### src/rtl/key_pkg.sv
// Shared state encoding and default timing constants for push-button debouncers.
// Latency/backpressure: none, declarations only.
package key_pkg;

    typedef enum logic [1:0] {
        S_RELEASED     = 2'd0,
        S_PRESS_WAIT   = 2'd1,
        S_PRESSED      = 2'd2,
        S_RELEASE_WAIT = 2'd3
    } key_state_e;

    // 10 ms and 1 s at the 50 MHz board clock
    localparam int unsigned KEY_DEBOUNCE_DEFAULT = 500000;
    localparam int unsigned KEY_LONG_DEFAULT     = 50000000;

endpackage

### src/rtl/key_debounce_sync_2ff.sv
// sync_2ff: two-flop synchroniser for one asynchronous level input.
// Latency 2 clocks; no backpressure. Output resets to RST_VAL.
module sync_2ff #(
    parameter logic RST_VAL = 1'b1
) (
    input  logic i_clk,
    input  logic i_rst,
    input  logic async_dat,
    output logic sync_dat
);

    logic meta_dat;

    always_ff @(posedge i_clk or posedge i_rst) begin
        if (i_rst) begin
            meta_dat <= RST_VAL;
            sync_dat <= RST_VAL;
        end else begin
            meta_dat <= async_dat;
            sync_dat <= meta_dat;
        end
    end

endmodule

### src/rtl/key_debounce.sv
// key_debounce: sync + counter debounce + press/release/long-press strobes for one active-low key.
// Latency: strobes DEBOUNCE_CYCLES+2 edges after the first sample; no backpressure (fire-and-forget strobes).
module key_debounce
    import key_pkg::*;
#(
    parameter int unsigned DEBOUNCE_CYCLES = KEY_DEBOUNCE_DEFAULT,
    parameter int unsigned LONG_CYCLES     = KEY_LONG_DEFAULT
) (
    input  logic i_clk,
    input  logic i_rst,
    input  logic i_key_n,
    output logic o_pressed,
    output logic o_press_pulse,
    output logic o_release_pulse,
    output logic o_long_pulse
);

    localparam int unsigned CNT_W = $clog2(LONG_CYCLES + 1);
    localparam logic [CNT_W-1:0] CNT_ONE   = CNT_W'(1);
    localparam logic [CNT_W-1:0] DB_LAST   = CNT_W'(DEBOUNCE_CYCLES - 1);
    localparam logic [CNT_W-1:0] HOLD_MAX  = CNT_W'(LONG_CYCLES);
    localparam logic [CNT_W-1:0] HOLD_LAST = CNT_W'(LONG_CYCLES - 1);

    logic             key_s;
    key_state_e       state_q, state_d;
    logic [CNT_W-1:0] db_cnt_q, db_cnt_d;
    logic [CNT_W-1:0] hold_cnt_q, hold_cnt_d;
    logic             pressed_d, press_d, release_d, long_d;

    sync_2ff #(.RST_VAL(1'b1)) u_key_sync (
        .i_clk     (i_clk),
        .i_rst     (i_rst),
        .async_dat (i_key_n),
        .sync_dat  (key_s)
    );

    always_comb begin
        state_d    = state_q;
        db_cnt_d   = db_cnt_q;
        hold_cnt_d = hold_cnt_q;
        press_d    = 1'b0;
        release_d  = 1'b0;
        long_d     = 1'b0;

        case (state_q)
            S_RELEASED: begin
                if (!key_s) begin
                    state_d  = S_PRESS_WAIT;
                    db_cnt_d = '0;
                end
            end
            S_PRESS_WAIT: begin
                if (key_s) begin
                    state_d  = S_RELEASED;
                    db_cnt_d = '0;
                end else if (db_cnt_q == DB_LAST) begin
                    state_d    = S_PRESSED;
                    press_d    = 1'b1;
                    hold_cnt_d = '0;
                end else begin
                    db_cnt_d = db_cnt_q + CNT_ONE;
                end
            end
            S_PRESSED: begin
                if (key_s) begin
                    state_d  = S_RELEASE_WAIT;
                    db_cnt_d = '0;
                end
            end
            S_RELEASE_WAIT: begin
                if (!key_s) begin
                    state_d = S_PRESSED;
                end else if (db_cnt_q == DB_LAST) begin
                    state_d   = S_RELEASED;
                    release_d = 1'b1;
                end else begin
                    db_cnt_d = db_cnt_q + CNT_ONE;
                end
            end
            default: state_d = S_RELEASED;
        endcase

        // Hold time keeps running through release bounces so a blip cannot delay the long strobe;
        // a long strobe landing on the release edge is dropped to keep strobes exclusive.
        if (state_q == S_PRESSED || state_q == S_RELEASE_WAIT) begin
            if (hold_cnt_q != HOLD_MAX) begin
                hold_cnt_d = hold_cnt_q + CNT_ONE;
            end
            long_d = (hold_cnt_q == HOLD_LAST) && !release_d;
        end

        pressed_d = (state_d == S_PRESSED) || (state_d == S_RELEASE_WAIT);
    end

    always_ff @(posedge i_clk or posedge i_rst) begin
        if (i_rst) begin
            state_q         <= S_RELEASED;
            db_cnt_q        <= '0;
            hold_cnt_q      <= '0;
            o_pressed       <= 1'b0;
            o_press_pulse   <= 1'b0;
            o_release_pulse <= 1'b0;
            o_long_pulse    <= 1'b0;
        end else begin
            state_q         <= state_d;
            db_cnt_q        <= db_cnt_d;
            hold_cnt_q      <= hold_cnt_d;
            o_pressed       <= pressed_d;
            o_press_pulse   <= press_d;
            o_release_pulse <= release_d;
            o_long_pulse    <= long_d;
        end
    end

endmodule
### config.mk
export PLATFORM = sky130hd
export DESIGN_NAME = key_debounce
export DESIGN_NICKNAME = d
export VERILOG_FILES = /design/src/rtl/key_pkg.sv /design/src/rtl/key_debounce_sync_2ff.sv /design/src/rtl/key_debounce.sv
export SDC_FILE = /design/constraint.sdc
export NUM_CORES = 1
export LEC_CHECK = 0
export BUFFER_PORTS_ARGS = -buffer_cell sky130_fd_sc_hd__buf_2
export CORE_MARGIN = 1
export CORE_UTILIZATION = 27
export CTS_CLUSTER_DIAMETER = 200
export CTS_CLUSTER_SIZE = 20
export DETAILED_ROUTE_END_ITERATION = 7
export HOLD_SLACK_MARGIN = 0.05
export PLACE_DENSITY = 0.39
export SLEW_MARGIN = 40
export SYNTH_ARGS = -nofsm -noshare
export SYNTH_HDL_FRONTEND = slang
export SYNTH_SLANG_ARGS = --single-unit
### constraint.sdc
create_clock -name i_clk -period 2.75 [get_ports i_clk]
set_input_delay 0.55 -clock i_clk [delete_from_list [all_inputs] [get_ports i_clk]]
set_output_delay 0.55 -clock i_clk [all_outputs]
set_load 0.02 [all_outputs]
==> results by group <==
Finish
  – Ant. Diodes: 0
  – Area Growth Syn to Fin: 17.6%
  – Share of layout cells above drive strength 1: 0.148
  – Final Non-Filler Cells: 565
  – Layout fillers: 1296
  – FF/Latch Area: 0.00148 mm^2
  – Multi-input gate area: 0.00187 mm^2
  – Nets: 394
  – Post-Route Utilization: 0.327

Timing
  – Final WS setup: 0.464 ns
  – Setup tns final: 0 ns
  – Max Freq: 437 MHz
  – Max-slew violations: 0
  – Fin Clk Skew: 0.00889 ns
  – Slew @ Worst Pin: 0.649 ns
  – Worst slew margin: 0.556
  – Hold Fails Final Rpt: 0
  – Min Tclk post-route: 2.29 ns
  – Tcrit/Tclk final: 0.831
  – Final setup viols: 0
  – RSZ-0062 raised after global routing: false

Placement
  – Port Buffer Count: 6
  – DP HPWL: 6.65 mm
  – Gpl congestion: 0.788
  – Setup WS pre-CTS: 0.491 ns
  – Post-placement cell count: 549

Run
  – Max-Cap Viols: 0

Setup path
  – Worst path top cell family by delay: compound AO/OA/AOI/OAI gates
  – Req. time, crit path: 2.96 ns
  – Startpoint type of the worst setup path: register
  – CP max FO: 13
  – FF-to-FF Start: hold_cnt_q[17]
  – Crit-path cells: nor3b_1 > nand4_1 > o31a_1 > buf_4 > and3_1 > a211o_1
  – Crit Reg-Reg Endpoint: hold_cnt_q[12]
  – Worst R2R Setup Slack: 0.46 ns
  – CP max stage delay: 0.53 ns
  – Worst path slowest cell: o31a_1
  – Worst Reg-to-Reg Cells: 6
  – Crit Path Category: reg -> reg
  – CP Buf/Inv Count: 1
  – Crit path DAT: 2.49 ns
  – Critical Path Sink Type: register

Global route
  – Largest net degree at the start of global routing: 43
  – Grt ovf: 0
  – Via count of the first global-routing pass: 2725
  – Antenna violations before repair: 0
  – Global-route usage over all layers: 0.155
  – First-pass GRT wire length: 15.7 mm

Yosys
  – Fraction of registers with async set/reset: 1.00
  – Cell variety after synth: 55
  – Syn nets: 382
  – Largest family of logic cells by synthesized area: simple AND/OR/NAND/NOR gates
  – Compound-Gate Fraction of Synth Area: 0.184
  – Synthesis-stage register bit count: 59
  – Area leader, netlist: dfrtp_1
  – Synthesized area: 0.00352 mm^2
  – Synth Area in XOR/XNOR: 0.0448
  – Post-synthesis adder-cell area fraction: 0.0107
  – Top cells by area, synth: dfrtp_1, xnor2_1, nand2_1, and3_1, nand3_1
  – Ys flop type: dfrtp_1
  – Synth top area share: 0.405
  – Post-synth EDFFs: 0
  – Most frequent cell after synthesis: dfrtp_1
  – Simple-Gate Fraction of Synth Area: 0.280
  – Mux contribution to synthesized area: 0.0114
  – Synth Warn #: 0
  – Post-Synthesis Cells: 376
  – Synth top cells by count: dfrtp_1, nand2_1, nor2_1
  – Seq/Total Area, Yosys: 0.420
  – Avg Inst Size Synth: 9.36 um^2

Die
  – Die width: 116 um
  – IO Count: 7
  – Rows: 41
  – Die Ht: 116 um
  – Initial Utilization: 0.278
  – Die ar.: 0.0135 mm^2
  – Core area: 0.0127 mm^2

Clocking
  – Cts hold-fix bufs: 0
  – Worst-path clk slew: 0.06 ns
  – H-Tree Depth: 3
  – Clock buffer depth: 2
  – Root buffer cell: clkbuf_16
  – Worst skew pair latency: 0.33 ns
  – Post-CTS setup buffer count: 0
  – Clk sinks: 59
  – TritonCTS clock tree: built
  – Post_cts resized: 0
  – Total CTS buffers: 9

Detailed routing
  – Routed Antenna Nets: 0
  – Initial drt markers: 146
  – Post-DR vias/cell: 5.19
  – Detailed Routing Iterations Pass 1: 4
  – Residual DRC: 0
  – WL final: 9.50 mm
  – Via count: 2931
  – WL/cell: 16.8 um

Status
  – Run status: complete, no violations

Pwr
  – Worst vdd ir: 0.301 mV
  – LEAKAGE: 1.73 nW
  – PwrDens: 560 mW/mm^2

Worst hold path
  – Tightest Hold Check Type: in -> async
area by class of cell:
cell class / instances / area share
inverter: 11 / 0.00998
sequential: 59 / 0.357
clock buffer: 12 / 0.0644
tap: 172 / 0.0520
clock inverter: 4 / 0.0230
timing repair buffer: 23 / 0.0411
multi-input combinational: 284 / 0.452
stage by stage:
step / power, mW / area [um^2] / hold WS, ns
after floorplan: 0.945 / 3520 / 0.345
after global placement: 0.973 / 3780 / 0.348
after detailed placement: 0.973 / 3780 / 0.348
after CTS: 2.35 / 4140 / 0.240
after global routing: 2.40 / 4140 / 0.259
final: 2.32 / 4140 / 0.231
how the worst max path moves through the flow:
stage                               from              to  depth (start not counted)
after floorplan                    i_rst     db_cnt_q[0]                          1
after global placement      db_cnt_q[18]    o_long_pulse                          5
after detailed placement  hold_cnt_q[17]  hold_cnt_q[12]                          6
after CTS                 hold_cnt_q[17]  hold_cnt_q[12]                          6
after global routing       hold_cnt_q[9]  hold_cnt_q[12]                          6
final                     hold_cnt_q[17]  hold_cnt_q[12]                          6
state kept, by name, summed over array words and instances (netlist names):
signal and cells:
state_q 1, o_press_pulse 1, hold_cnt_q 26, o_release_pulse 1, u_key_sync.meta_dat 1, db_cnt_q 26
o_pressed 1, o_long_pulse 1, u_key_sync.sync_dat 1
cell usage in the layout (no fill, tap or decap), types with 4 or more instances in the layout:
cell type / synthesis / routed
dfrtp_1: 57 / 57
nand2_1: 32 / 32
nor2_1: 24 / 24
nand3_1: 20 / 20
xnor2_1: 18 / 18
a21oi_1: 18 / 18
and3_1: 17 / 17
buf_4: 3 / 16
nand4_1: 15 / 15
nor3_1: 11 / 11
inv_1: 11 / 10
o21ai_0: 10 / 10
or3_1: 9 / 9
clkbuf_16: 0 / 9
nor4_1: 8 / 8
and2_1: 7 / 7
a211o_1: 7 / 7
a21o_1: 7 / 7
and4_1: 6 / 6
buf_2: 12 / 6
a31oi_1: 5 / 5
a211oi_1: 5 / 5
nand2b_1: 4 / 4
nor4_2: 4 / 4
o31ai_1: 4 / 4
or4_1: 4 / 4
a221o_1: 4 / 4
a22o_1: 4 / 4
a2111oi_2: 4 / 4
routing by layer:
layer | share of wire | routed length [um] | vias up | global-route usage
li1 | - | - | 1441 | -
met1 | 0.54 | 5130 | 1431 | 0.242
met2 | 0.41 | 3900 | 48 | 0.207
met3 | 0.034 | 326 | 11 | 0.0317
met4 | 0.015 | 144 | 0 | 0.0564
met5 | 0 | 0 | - | 0
where the power goes:
part | leakage (nW) | switching, mW | internal (mW)
Sequential | 0.813 | 0.00986 | 0.878
Combinational | 0.741 | 0.0485 | 0.0201
Clock | 0.179 | 0.405 | 0.957
cell families (layout without fill, tap and decap cells):
logic type / count (synthesis) / count (layout)
and+or+nand+nor: 174 / 174
AOI/OAI and AO/OA: 85 / 85
DFF: 59 / 59
buffers and inverters: 33 / 50
xor gates and xnor gates: 18 / 18
muxes: 4 / 4
adders and majority gates: 3 / 3
Power figures use the tool's default switching activity.
